File: src/rtl/if_fetch_stage_pkg.sv
// Shared core definitions: instruction width, field positions, opcodes and a
// small ring-pointer helper used by the fetch-side FIFOs.
package if_fetch_stage_pkg;

  localparam int INSTR_W = 16;

  localparam int OPC_MSB = 15;
  localparam int OPC_LSB = 12;
  localparam int RD_MSB  = 11;
  localparam int RD_LSB  = 8;
  localparam int RS1_MSB = 7;
  localparam int RS1_LSB = 4;
  localparam int RS2_MSB = 3;
  localparam int RS2_LSB = 0;
  localparam int IMM_MSB = 7;
  localparam int IMM_LSB = 0;

  typedef enum logic [3:0] {
    OP_ADD  = 4'h0, OP_SUB  = 4'h1, OP_AND  = 4'h2, OP_OR   = 4'h3,
    OP_XOR  = 4'h4, OP_SHL  = 4'h5, OP_SHR  = 4'h6, OP_ADDI = 4'h7,
    OP_LD   = 4'h8, OP_ST   = 4'h9, OP_BEQ  = 4'hA, OP_BNE  = 4'hB,
    OP_JAL  = 4'hC, OP_JR   = 4'hD, OP_LUI  = 4'hE, OP_NOP  = 4'hF
  } opcode_e;

  // Advance a ring index that wraps at an arbitrary (non power-of-two) depth.
  function automatic int ring_next(input int p, input int depth);
    return (p == depth - 1) ? 0 : p + 1;
  endfunction

endpackage

File: src/rtl/if_fetch_stage_fetch_queue.sv
// In-order instruction queue holding {pc, instr}; head is read combinationally
// so the fetch stage can present the oldest entry in the same cycle.
module fetch_queue
  import if_fetch_stage_pkg::*;
#(
  parameter int DEPTH   = 2,
  parameter int ENTRY_W = 24
) (
  input  logic                         clk,
  input  logic                         rst,
  input  logic                         flush,
  input  logic                         push,
  input  logic                         pop,
  input  logic [ENTRY_W-1:0]           push_data,
  output logic [ENTRY_W-1:0]           head,
  output logic [$clog2(DEPTH+1)-1:0]   count
);

  localparam int CNT_W = $clog2(DEPTH + 1);
  localparam int PTR_W = (DEPTH > 1) ? $clog2(DEPTH) : 1;

  logic [ENTRY_W-1:0] mem [DEPTH];
  logic [PTR_W-1:0]   rd_ptr_reg;
  logic [PTR_W-1:0]   wr_ptr_reg;
  logic [CNT_W-1:0]   count_reg;

  assign head  = mem[rd_ptr_reg];
  assign count = count_reg;

  always_ff @(posedge clk) begin
    if (rst || flush) begin
      rd_ptr_reg <= '0;
      wr_ptr_reg <= '0;
      count_reg  <= '0;
    end else begin
      if (push) begin
        mem[wr_ptr_reg] <= push_data;
        wr_ptr_reg      <= PTR_W'(ring_next(int'(wr_ptr_reg), DEPTH));
      end
      if (pop) begin
        rd_ptr_reg <= PTR_W'(ring_next(int'(rd_ptr_reg), DEPTH));
      end
      case ({push, pop})
        2'b10:   count_reg <= count_reg + 1'b1;
        2'b01:   count_reg <= count_reg - 1'b1;
        default: count_reg <= count_reg;
      endcase
    end
  end

  a_no_overflow: assert property (@(posedge clk) disable iff (rst || flush)
    !(push && count_reg == CNT_W'(DEPTH)));
  a_no_underflow: assert property (@(posedge clk) disable iff (rst || flush)
    !(pop && count_reg == '0));

endmodule

File: src/rtl/if_fetch_stage.sv
// Instruction fetch stage: owns the PC, issues credit-limited word fetches,
// queues returned words and presents decoded fields to ID.
module if_fetch_stage
  import if_fetch_stage_pkg::*;
#(
  parameter int                ADDR_W   = 8,
  parameter logic [ADDR_W-1:0] RESET_PC = '0,
  parameter int                DEPTH    = 2
) (
  input  logic               clk,
  input  logic               rst,
  output logic               imem_req,
  output logic [ADDR_W-1:0]  imem_addr,
  input  logic               imem_gnt,
  input  logic               imem_rvalid,
  input  logic [INSTR_W-1:0] imem_rdata,
  input  logic               redirect_valid,
  input  logic [ADDR_W-1:0]  redirect_pc,
  input  logic               id_stall,
  output logic               if_valid,
  output logic [ADDR_W-1:0]  if_pc,
  output logic [3:0]         if_opcode,
  output logic [3:0]         if_rd,
  output logic [3:0]         if_rs1,
  output logic [3:0]         if_rs2,
  output logic [7:0]         if_imm_off
);

  localparam int CNT_W   = $clog2(DEPTH + 1);
  localparam int SUM_W   = CNT_W + 1;
  localparam int PTR_W   = (DEPTH > 1) ? $clog2(DEPTH) : 1;
  localparam int ENTRY_W = ADDR_W + INSTR_W;

  logic [ADDR_W-1:0]  pc_reg;
  logic [CNT_W-1:0]   inflight_reg;
  logic [CNT_W-1:0]   drop_reg;
  logic [ADDR_W-1:0]  pc_fifo [DEPTH];
  logic [PTR_W-1:0]   pf_wr_reg;
  logic [PTR_W-1:0]   pf_rd_reg;

  logic [CNT_W-1:0]   count;
  logic [ENTRY_W-1:0] q_head;
  logic [ADDR_W-1:0]  head_pc;
  logic [INSTR_W-1:0] head_instr;
  logic               fire;
  logic               q_push;
  logic               q_pop;

  // Credit check uses registered state only; with a 1-cycle memory this caps
  // sustained fetch at two instructions every three cycles.
  assign imem_req  = !rst && !redirect_valid &&
                     ((SUM_W'(count) + SUM_W'(inflight_reg)) < SUM_W'(DEPTH));
  assign imem_addr = pc_reg;
  assign fire      = imem_req && imem_gnt;

  assign q_push = imem_rvalid && (drop_reg == '0) && !redirect_valid;
  assign q_pop  = if_valid && !id_stall && !redirect_valid;

  always_ff @(posedge clk) begin
    if (rst) begin
      pc_reg       <= RESET_PC;
      inflight_reg <= '0;
      drop_reg     <= '0;
      pf_wr_reg    <= '0;
      pf_rd_reg    <= '0;
    end else begin
      // The PC FIFO advances on every response, dropped or not, so it stays
      // aligned with the memory's in-order return stream.
      if (fire) begin
        pc_fifo[pf_wr_reg] <= pc_reg;
        pf_wr_reg          <= PTR_W'(ring_next(int'(pf_wr_reg), DEPTH));
      end
      if (imem_rvalid) begin
        pf_rd_reg <= PTR_W'(ring_next(int'(pf_rd_reg), DEPTH));
      end
      inflight_reg <= inflight_reg + CNT_W'(fire) - CNT_W'(imem_rvalid);
      if (redirect_valid) begin
        pc_reg   <= redirect_pc;
        drop_reg <= inflight_reg - CNT_W'(imem_rvalid);
      end else begin
        if (fire) pc_reg <= pc_reg + 1'b1;
        if (imem_rvalid && drop_reg != '0) drop_reg <= drop_reg - 1'b1;
      end
    end
  end

  fetch_queue #(
    .DEPTH   (DEPTH),
    .ENTRY_W (ENTRY_W)
  ) u_queue (
    .clk       (clk),
    .rst       (rst),
    .flush     (redirect_valid),
    .push      (q_push),
    .pop       (q_pop),
    .push_data ({pc_fifo[pf_rd_reg], imem_rdata}),
    .head      (q_head),
    .count     (count)
  );

  assign if_valid                = (count != '0);
  assign {head_pc, head_instr}   = if_valid ? q_head : '0;
  assign if_pc      = head_pc;
  assign if_opcode  = head_instr[OPC_MSB:OPC_LSB];
  assign if_rd      = head_instr[RD_MSB:RD_LSB];
  assign if_rs1     = head_instr[RS1_MSB:RS1_LSB];
  assign if_rs2     = head_instr[RS2_MSB:RS2_LSB];
  assign if_imm_off = head_instr[IMM_MSB:IMM_LSB];

  a_gnt_needs_req: assert property (@(posedge clk) disable iff (rst)
    imem_gnt |-> imem_req);
  a_rvalid_needs_inflight: assert property (@(posedge clk) disable iff (rst)
    imem_rvalid |-> inflight_reg != '0);
  a_req_stable: assert property (@(posedge clk) disable iff (rst)
    (imem_req && !imem_gnt) |=> (redirect_valid || (imem_req && $stable(imem_addr))));

endmodule
File: config.mk
export PLATFORM = sky130hd
export DESIGN_NAME = if_fetch_stage
export DESIGN_NICKNAME = d
export VERILOG_FILES = /design/src/rtl/if_fetch_stage_pkg.sv /design/src/rtl/if_fetch_stage_fetch_queue.sv /design/src/rtl/if_fetch_stage.sv
export SDC_FILE = /design/constraint.sdc
export NUM_CORES = 1
export LEC_CHECK = 0
export CAP_MARGIN = 30
export CORE_MARGIN = 5
export CORE_UTILIZATION = 40
export CTS_CLUSTER_DIAMETER = 200
export DETAILED_ROUTE_END_ITERATION = 6
export PLACE_DENSITY = 0.66
export SLEW_MARGIN = 10
export SYNTH_ARGS = -nofsm -noshare
export SYNTH_HDL_FRONTEND = slang
export SYNTH_SLANG_ARGS = --single-unit
File: constraint.sdc
create_clock -name clk -period 3.1 [get_ports clk]
set_input_delay 0.465 -clock clk [delete_from_list [all_inputs] [get_ports clk]]
set_output_delay 0.465 -clock clk [all_outputs]
set_load 0.005 [all_outputs]
==> results of run 1 <==
layer usage:
| metal | up-vias | part of all wire [%] | global-route usage (%) |
|---|---|---|---|
| met5 | - | 0 | 0 |
| met4 | 0 | 1.5 | 5.55 |
| met3 | 12 | 6.2 | 4.23 |
| met2 | 72 | 47 | 18.9 |
| met1 | 1009 | 45 | 15.9 |
| li1 | 1073 | - | - |
cell type report:
| cell class | instances | area share (%) |
|---|---|---|
| well taps | 108 | 2.99 |
| flip-flops and latches | 84 | 51.4 |
| multi-input cells | 146 | 23.5 |
| clock inverters | 7 | 1.69 |
| clock buffers | 9 | 2.74 |
| repair buffers | 78 | 16.9 |
| inverters | 9 | 0.748 |
cells by family after synthesis:
family / count (synthesis) / synth area share (%)
flops: 84 / 66.2
simple gates: 75 / 10.8
mux: 32 / 9.42
buf+inv: 28 / 3.96
compound gates: 22 / 4.42
xor+xnor: 10 / 2.50
fa+ha+maj: 7 / 2.71
worst max-delay path by stage:
stage                                    to  cells after the start              from  slack, ps
after floorplan           u_queue.mem[0][0]                      5    redirect_valid        490
after global placement     u_queue.count[1]                      7    redirect_valid        570
after detailed placement   u_queue.count[1]                      7    redirect_valid        510
after CTS                          imem_req                      4  u_queue.count[0]        440
after global routing               imem_req                      4  u_queue.count[0]        350
final                              imem_req                      4  u_queue.count[0]        480
worst register-to-register path, stage by stage (launching register included):
cell and delay, ps:
dfxtp_1 420, and2_1 170, fa_1 470, or3b_4 440, or3_2 430, inv_1 250
cells in the final DEF, fill, tap and decap left out, drive strengths merged, types with 2 or more instances in the layout:
| cell type | Yosys | final |
|---|---|---|
| clkdlybuf4s50 | 0 | 71 |
| edfxtp | 64 | 64 |
| nor2 | 39 | 39 |
| mux2i | 24 | 24 |
| dfxtp | 20 | 20 |
| inv | 9 | 10 |
| clkbuf | 8 | 9 |
| mux2 | 8 | 8 |
| xnor2 | 7 | 7 |
| buf | 11 | 7 |
| nand2 | 6 | 6 |
| a211oi | 6 | 6 |
| ha | 6 | 6 |
| clkinv | 0 | 5 |
| and4 | 4 | 4 |
| o21ai | 4 | 4 |
| a21oi | 4 | 4 |
| nor3 | 4 | 4 |
| and2 | 3 | 3 |
| nand3 | 3 | 3 |
| a311oi | 3 | 3 |
| xor2 | 3 | 3 |
| or3 | 3 | 3 |
| or2 | 2 | 2 |
| nor2b | 2 | 2 |
| nor3b | 2 | 2 |
power breakdown:
| group | switching (W) | total (W) | internal (W) | leakage, nW |
|---|---|---|---|---|
| Sequential | 0.0000357 | 0.00129 | 0.00126 | 0.747 |
| Combinational | 0.000108 | 0.000251 | 0.000142 | 0.667 |
| Clock | 0.000396 | 0.000773 | 0.000378 | 0.103 |
| Total | 0.000540 | 0.00231 | 0.00178 | 1.52 |
stage by stage:
step / power (W) / hold WS, ps / setup WS (ps)
final: 0.00231 / 506 / 481
after global routing: 0.00243 / 555 / 353
after CTS: 0.00234 / 505 / 444
after detailed placement: 0.00157 / 489 / 514
after global placement: 0.00156 / 478 / 568
after floorplan: 0.00145 / 458 / 495
==> run_results.csv, run 1 <==
group,metric,value,unit
yosys,synth_fp_nets,295,
timing,rsz0062_at_grt,"no",
timing,fmax,382,MHz
floorplanning,pin_count,72,
timing,setup_violations,0,
timing,finalHoldViolCount,0,
worst_setup_path,critPathLaunchType,"flop",
yosys,netlist_area,3510,um2
worst_setup_path,worstPathMaxFanout,4,
finish,instances_no_fill,441,
worst_setup_path,r2r_start,"u_queue.count[0]",
cts,clkLatencyLatePin,350,ps
worst_setup_path,cp.required,2630,ps
timing,finalSetupTns,0,ps
finish,multi_input_area,1060,um2
power,power.density,512,nW/um2
yosys,synthTopCellsByArea,"edfxtp_1 55%, dfxtp_1 11%, mux2i_1 6.8%, nor2_1 4.2%, mux2_2 2.6%",
worst_setup_path,r2r-end,"pc_fifo[0][5]",
timing,max-slew-margin-rel,70.1,%
yosys,syn_inst,258,
timing,worst_pin_slew,448,ps
route,drtIter0Drc,69,
worst_setup_path,crit_arrival,2150,ps
worst_setup_path,endpoint_kind,"output port",
yosys,ys_seq_elements,84,
floorplanning,die-area,10700,um2
finish,final_core_util,52.3,%
route,viasPerCell,4.91,
hold_path,min_to,"pf_wr_reg",
yosys,synth_common_cells,"64 x edfxtp_1, 39 x nor2_1, 24 x mux2i_1",
outcome,status,"finished clean",
finish,stdcell_area,4520,um2
floorplanning,die_x,104,um
route,first_pass_iters,4,
worst_setup_path,critical-path-max-stage-delay,540,ps
finish,regArea,2320,um2
finish,diodes,0,
cts,cts_setup_buffers,0,
timing,period_minus_slack,2620,ps
route,vias,2166,
hold_path,holdCritStartpoint,"pf_wr_reg",
cts,path_clk_slew,80,ps
worst_setup_path,worstPathCellList,"and2_1 > fa_1 > nor3_1 > clkdlybuf4s50_1",
route,final_antenna_net_count,0,
floorplanning,dieHeight,104,um
job,drv_cap,0,
power,ir_worst_vdd,0.223,mV
place,dp_hpwl,4350,um
grt,grtUsageTotal,12.4,%
worst_setup_path,r2r_cells,5,
route,drc_errors,0,
hold_path,min_delay_path_depth,2,
place,numPlacedInstances,425,
cts,cts_hold_buffers,0,
worst_setup_path,path_buf_inv,1,
cts,cts_sinks,84,
cts,ctsResizeCount,0,
yosys,synth-edff-count,64,
yosys,synth-seq-area-share,66.2,%
timing,drv_slew,0,
power,p_leak,1.52,nW
finish,fillers,751,
cts,cts_buffers,9,
worst_setup_path,critPathKind,"flop to output port",
route,drt-total-wl,6400,um
grt,grt_max_degree,29,
place,placed_cell_area,4320,um2
yosys,yosys.cell_count.top_type,"edfxtp_1",
cts,cts_tree,"yes",
floorplanning,start_util,40.6,%
cts,cts.htree.levels,3,
floorplanning,coreArea,8640,um2
grt,grt_pass1_wl,10700,um
finish,final_net_count,365,
finish,syn_to_final_growth,28.8,%
worst_setup_path,crit_path_top_delay_cell,"clkdlybuf4s50_1",
grt,grt_pass1_vias,2216,
yosys,synth_area_leader_cell,"edfxtp_1",
yosys,asyncSetResetFlopFracSynth,0,%
floorplanning,num_rows,34,
hold_path,worstHoldPathType,"flop to flop",
place,io_buffers,71,
route,wl_per_cell,14.5,um
place,gp_congestion,0.793,
yosys,synth_warnings,0,
cts,clk_path_buf_depth,2,
timing,fin_skew,7.75,ps
yosys,postSynthAreaPerCell,13.6,um2
cts,cts_root_buf,"clkbuf_8",
grt,antenna_found_initial,0,
worst_setup_path,r2r_slack,600,ps
yosys,netlist.area_leader.share,54.8,%
worst_setup_path,path_delay_family,"buffers and inverters",
finish,largest_reg_flops,48,
yosys,ys_types,40,
grt,overflow,0,
finish,drive_gt1_share,12.0,%
yosys,ys.flop_type,"edfxtp_1",
finish,regMostFlops,"u_queue.mem",
timing,fin_crit_sh,84.5,%
Power figures use the tool's default switching activity.
==> run 2, diff against run 1 <==
--- a/config.mk
+++ b/config.mk
@@ -10,7 +10,7 @@
 export CORE_UTILIZATION = 40
 export CTS_CLUSTER_DIAMETER = 200
 export DETAILED_ROUTE_END_ITERATION = 6
-export PLACE_DENSITY = 0.66
+export PLACE_DENSITY = 0.64
 export SLEW_MARGIN = 10
 export SYNTH_ARGS = -nofsm -noshare
 export SYNTH_HDL_FRONTEND = slang
==> constraint.sdc (replaced) <==
create_clock -name clk -period 2.7 [get_ports clk]
set_input_delay 0.405 -clock clk [delete_from_list [all_inputs] [get_ports clk]]
set_output_delay 0.405 -clock clk [all_outputs]
set_load 0.005 [all_outputs]
==> run 2 against run 1 <==
  * Global-route usage increased by 0.40 points
  * Register-to-register slack worse by 430 ps
  * Non-clock buffer count increased by 2
  * Combinational power grew 16%
  * Critical endpoint unchanged
==> run_results.csv, run 2 (same netlist as run 1, synthesis figures left out) <==
group,metric,value,unit
power,ir_worst_vdd,0.288,mV
timing,drv_slew,0,
route,drc_errors,0,
grt,grt_max_degree,29,
finish,largest_reg_flops,48,
worst_setup_path,endpoint_kind,"output port",
worst_setup_path,critical-path-max-stage-delay,530,ps
timing,setup_slack,132,ps
grt,grtUsageTotal,12.8,%
route,vias,2166,
place,gp_congestion,0.843,
cts,clkLatencyLatePin,350,ps
floorplanning,die_x,104,um
timing,max-slew-margin-rel,71.6,%
timing,fin_crit_sh,95.1,%
worst_setup_path,critPathLaunchType,"flop",
route,first_pass_iters,4,
timing,period_minus_slack,2570,ps
finish,final_common_cell,"clkdlybuf4s50_1",
floorplanning,pin_count,72,
timing,worst_pin_slew,426,ps
power,power.density,605,nW/um2
finish,syn_to_final_growth,30.0,%
floorplanning,num_rows,34,
timing,setup_violations,0,
route,drtIter0Drc,78,
cts,cts_hold_buffers,0,
timing,fin_skew,9.95,ps
grt,overflow,0,
place,dp_hpwl,4420,um
timing,rsz0062_at_grt,"no",
place,dp_slack,174,ps
floorplanning,die-area,10700,um2
floorplanning,start_util,40.6,%
worst_setup_path,crit_arrival,2160,ps
worst_setup_path,worstPathMaxFanout,4,
cts,clk_path_buf_depth,2,
timing,finalHoldViolCount,0,
timing,finalSetupTns,0,ps
job,drv_cap,0,
cts,cts_sinks,84,
hold_path,worstHoldPathType,"flop to flop",
route,final_antenna_net_count,0,
timing,fmax,389,MHz
floorplanning,dieHeight,104,um
finish,diodes,0,
cts,cts_buffers,9,
worst_setup_path,worstPathCellList,"and2_1 > fa_1 > nor3_1 > clkdlybuf4s50_1",
grt,grt_pass1_wl,11200,um
cts,path_clk_slew,80,ps
route,viasPerCell,4.89,
route,drt-total-wl,6490,um
route,wl_per_cell,14.6,um
cts,cts_root_buf,"clkbuf_8",
finish,regMostFlops,"u_queue.mem",
outcome,status,"finished clean",
finish,drive_gt1_share,12.5,%
cts,cts_setup_buffers,0,
place,io_buffers,71,
floorplanning,coreArea,8640,um2
worst_setup_path,cp.required,2300,ps
finish,layout_common_cells,"71 x clkdlybuf4s50_1, 64 x edfxtp_1, 37 x nor2_1",
worst_setup_path,crit_path_top_delay_cell,"clkdlybuf4s50_1",
power,p_leak,1.53,nW
grt,grt_pass1_vias,2283,
cts,ctsResizeCount,0,
cts,cts.htree.levels,3,
finish,final_net_count,367,
cts,cts_tree,"yes",
grt,antenna_found_initial,0,
worst_setup_path,critPathKind,"flop to output port",
==> run 2: cell count changes in the layout (fill, tap and decap cells not counted), sizes merged <==
cell / previous run / this run
bufinv: 1 / 2
clkinv: 5 / 1
clkinvlp: 0 / 1
clkbuf: 9 / 11
buf: 7 / 9
==> run 2: final timing paths <==
path,start,end,slack (ps),cells after the start
max,u_queue.count[0],imem_req,130,4
min,pf_wr_reg,pf_wr_reg,500,2
max reg2reg,u_queue.count[0],pc_fifo[0][6],170,5
min reg2reg,pf_wr_reg,pf_wr_reg,500,2
==> run 2: power breakdown <==
group / switching (W) / leakage, nW / internal, W
Sequential: 0.0000400 / 0.747 / 0.00144
Clock: 0.000435 / 0.110 / 0.000551
Combinational: 0.000125 / 0.677 / 0.000165
Total: 0.000600 / 1.53 / 0.00216
==> run 2: critical path, delay by kind of cell (launching register included) <==
kind | cells | cell delay, ps
buffers and inverters | 1 | 530
adders and majority gates | 1 | 480
DFF | 1 | 420
and+or+nand+nor | 2 | 390
==> run 2: layout make-up <==
| type | instances | area, um2 |
|---|---|---|
| Clock buffer | 11 | 141 |
| Clock inverter | 5 | 85.1 |
| Fill cell | 739 | 4080 |
| Inverter | 9 | 33.8 |
| Multi-Input combinational cell | 146 | 1060 |
| Sequential cell | 84 | 2320 |
| Tap cell | 108 | 135 |
| Timing Repair Buffer | 80 | 778 |
==> run 2: metrics by stage <==
step                      power, W  util (%)  area, um2  std cells  hold WS, ps
after global placement     0.00180      50.2       4330        427          481
final                      0.00276      52.8       4560        443          496
after global routing       0.00290      52.8       4560        443          531
after CTS                  0.00279      52.8       4560        443          502
after detailed placement   0.00180      50.2       4330        427          489
after floorplan            0.00166         -       3510        258          458
==> run 2: metal layers <==
| metal | wire (um) | up-vias | part of all wire, % | global-route usage (%) |
|---|---|---|---|---|
| li1 | - | 1082 | - | - |
| met1 | 2980 | 1004 | 46 | 16.0 |
| met2 | 2970 | 70 | 46 | 20.2 |
| met3 | 444 | 10 | 6.8 | 4.98 |
| met4 | 93 | 0 | 1.4 | 4.26 |
| met5 | 0 | - | 0 | 0 |
==> run 3, diff against run 2 <==
--- a/config.mk
+++ b/config.mk
@@ -10,6 +10,7 @@
 export CORE_UTILIZATION = 40
 export CTS_CLUSTER_DIAMETER = 200
 export DETAILED_ROUTE_END_ITERATION = 6
+export MAX_ROUTING_LAYER = met4
 export PLACE_DENSITY = 0.64
 export SLEW_MARGIN = 10
 export SYNTH_ARGS = -nofsm -noshare
==> run 3 against run 2 <==
  * Final area unchanged
  * Largest power group unchanged
  * Die area unchanged
  * Non-clock buffer count unchanged
  * Sequential share of layout area unchanged
  * Fmax decreased by 0.10%
  * Register-to-register slack hardly changed
  * Count of clock-buffer cells in the layout stayed put
==> run_results.csv, run 3 (same netlist as run 1, synthesis figures left out) <==
group,metric,value,unit
outcome,status,"finished clean",
finish,drive_gt1_share,12.5,%
route,drc_errors,0,
grt,grt_max_degree,29,
floorplanning,die-area,10700,um2
place,gp_congestion,0.857,
timing,rsz0062_at_grt,"no",
finish,fillers,739,
grt,grt_pass1_wl,11200,um
route,first_pass_iters,4,
worst_setup_path,endpoint_kind,"output port",
finish,largest_reg_flops,48,
cts,cts_hold_buffers,0,
finish,multi_input_area,1060,um2
finish,final_common_cell,"clkdlybuf4s50_1",
power,ir_worst_vdd,0.287,mV
finish,diodes,0,
grt,overflow,0,
cts,cts_buffers,9,
floorplanning,start_util,40.6,%
grt,antenna_found_initial,0,
route,wl_per_cell,14.7,um
power,power.density,605,nW/um2
timing,drv_slew,0,
floorplanning,coreArea,8640,um2
floorplanning,pin_count,72,
finish,syn_to_final_growth,30.0,%
power,power,0.00276,W
cts,path_clk_slew,80,ps
finish,layout_common_cells,"71 x clkdlybuf4s50_1, 64 x edfxtp_1, 37 x nor2_1",
route,viasPerCell,4.92,
timing,max-slew-margin-rel,71.5,%
timing,holdWs,496,ps
worst_setup_path,critPathLaunchType,"flop",
timing,fmax,389,MHz
place,numPlacedInstances,427,
cts,cts_root_buf,"clkbuf_8",
timing,period_minus_slack,2570,ps
timing,worst_pin_slew,427,ps
timing,finalSetupTns,0,ps
job,drv_cap,0,
cts,cts_setup_buffers,0,
timing,finalHoldViolCount,0,
cts,cts_tree,"yes",
finish,instances_no_fill,443,
finish,final_core_util,52.8,%
place,dp_hpwl,4420,um
cts,clk_path_buf_depth,2,
finish,final_net_count,367,
place,io_buffers,71,
finish,regArea,2320,um2
floorplanning,dieHeight,104,um
worst_setup_path,crit_arrival,2170,ps
timing,setup_violations,0,
route,drtIter0Drc,85,
route,vias,2179,
power,p_leak,1.53,nW
cts,ctsResizeCount,0,
cts,cts_sinks,84,
cts,cts.htree.levels,3,
cts,clkLatencyLatePin,350,ps
timing,fin_skew,9.75,ps
worst_setup_path,cp.required,2300,ps
hold_path,worstHoldPathType,"flop to flop",
worst_setup_path,worstPathMaxFanout,4,
floorplanning,die_x,104,um
route,drt-total-wl,6520,um
grt,grtUsageTotal,13.1,%
worst_setup_path,critPathKind,"flop to output port",
route,final_antenna_net_count,0,
timing,fin_crit_sh,95.2,%
floorplanning,num_rows,34,
grt,grt_pass1_vias,2276,
finish,regMostFlops,"u_queue.mem",
[run 3: per-stage QoR]
step	cell area, um2	worst slack [ps]
6_report	4560	129
5_1_grt	4560	11.3
4_1_cts	4560	104
3_5_place_dp	4330	174
3_3_place_gp	4330	255
2_1_floorplan	3510	155
[run 3: worst max-delay path, cell delays in order, from the launching register on]
cell             delay [ps]
dfxtp_1                 420
and2_1                  170
fa_1                    480
nor3_1                  230
clkdlybuf4s50_1         530
[run 3: path summary, 6_finish.rpt]
check | start | endpoint | slack [ps] | cells after the start
hold / removal | pf_wr_reg | pf_wr_reg | 500 | 2
setup / recovery | u_queue.count[0] | imem_req | 130 | 4
setup reg to reg | u_queue.count[0] | pc_fifo[0][6] | 170 | 5
hold reg to reg | pf_wr_reg | pf_wr_reg | 500 | 2
[run 3: where the power goes]
group	total [W]	internal, W	switching [W]
clock network	0.000988	0.000551	0.000436
logic	0.000291	0.000165	0.000125
registers	0.00148	0.00144	0.0000404
[run 3: final cells by class]
cell class / instances / area share, %
inverters: 9 / 0.741
flip-flops and latches: 84 / 50.9
well taps: 108 / 2.96
multi-input cells: 146 / 23.3
clock inverters: 5 / 1.87
repair buffers: 80 / 17.1
clock buffers: 11 / 3.10
[run 3: per-layer routing]
metal  up-vias  share of wire [%]  global-route usage (%)
li1       1081                  -                       -
met1      1015                 48                    16.6
met2        73                 45                    20.1
met3        10                5.6                    4.35
met4         0                1.2                    4.26
met5         -                  0                       -
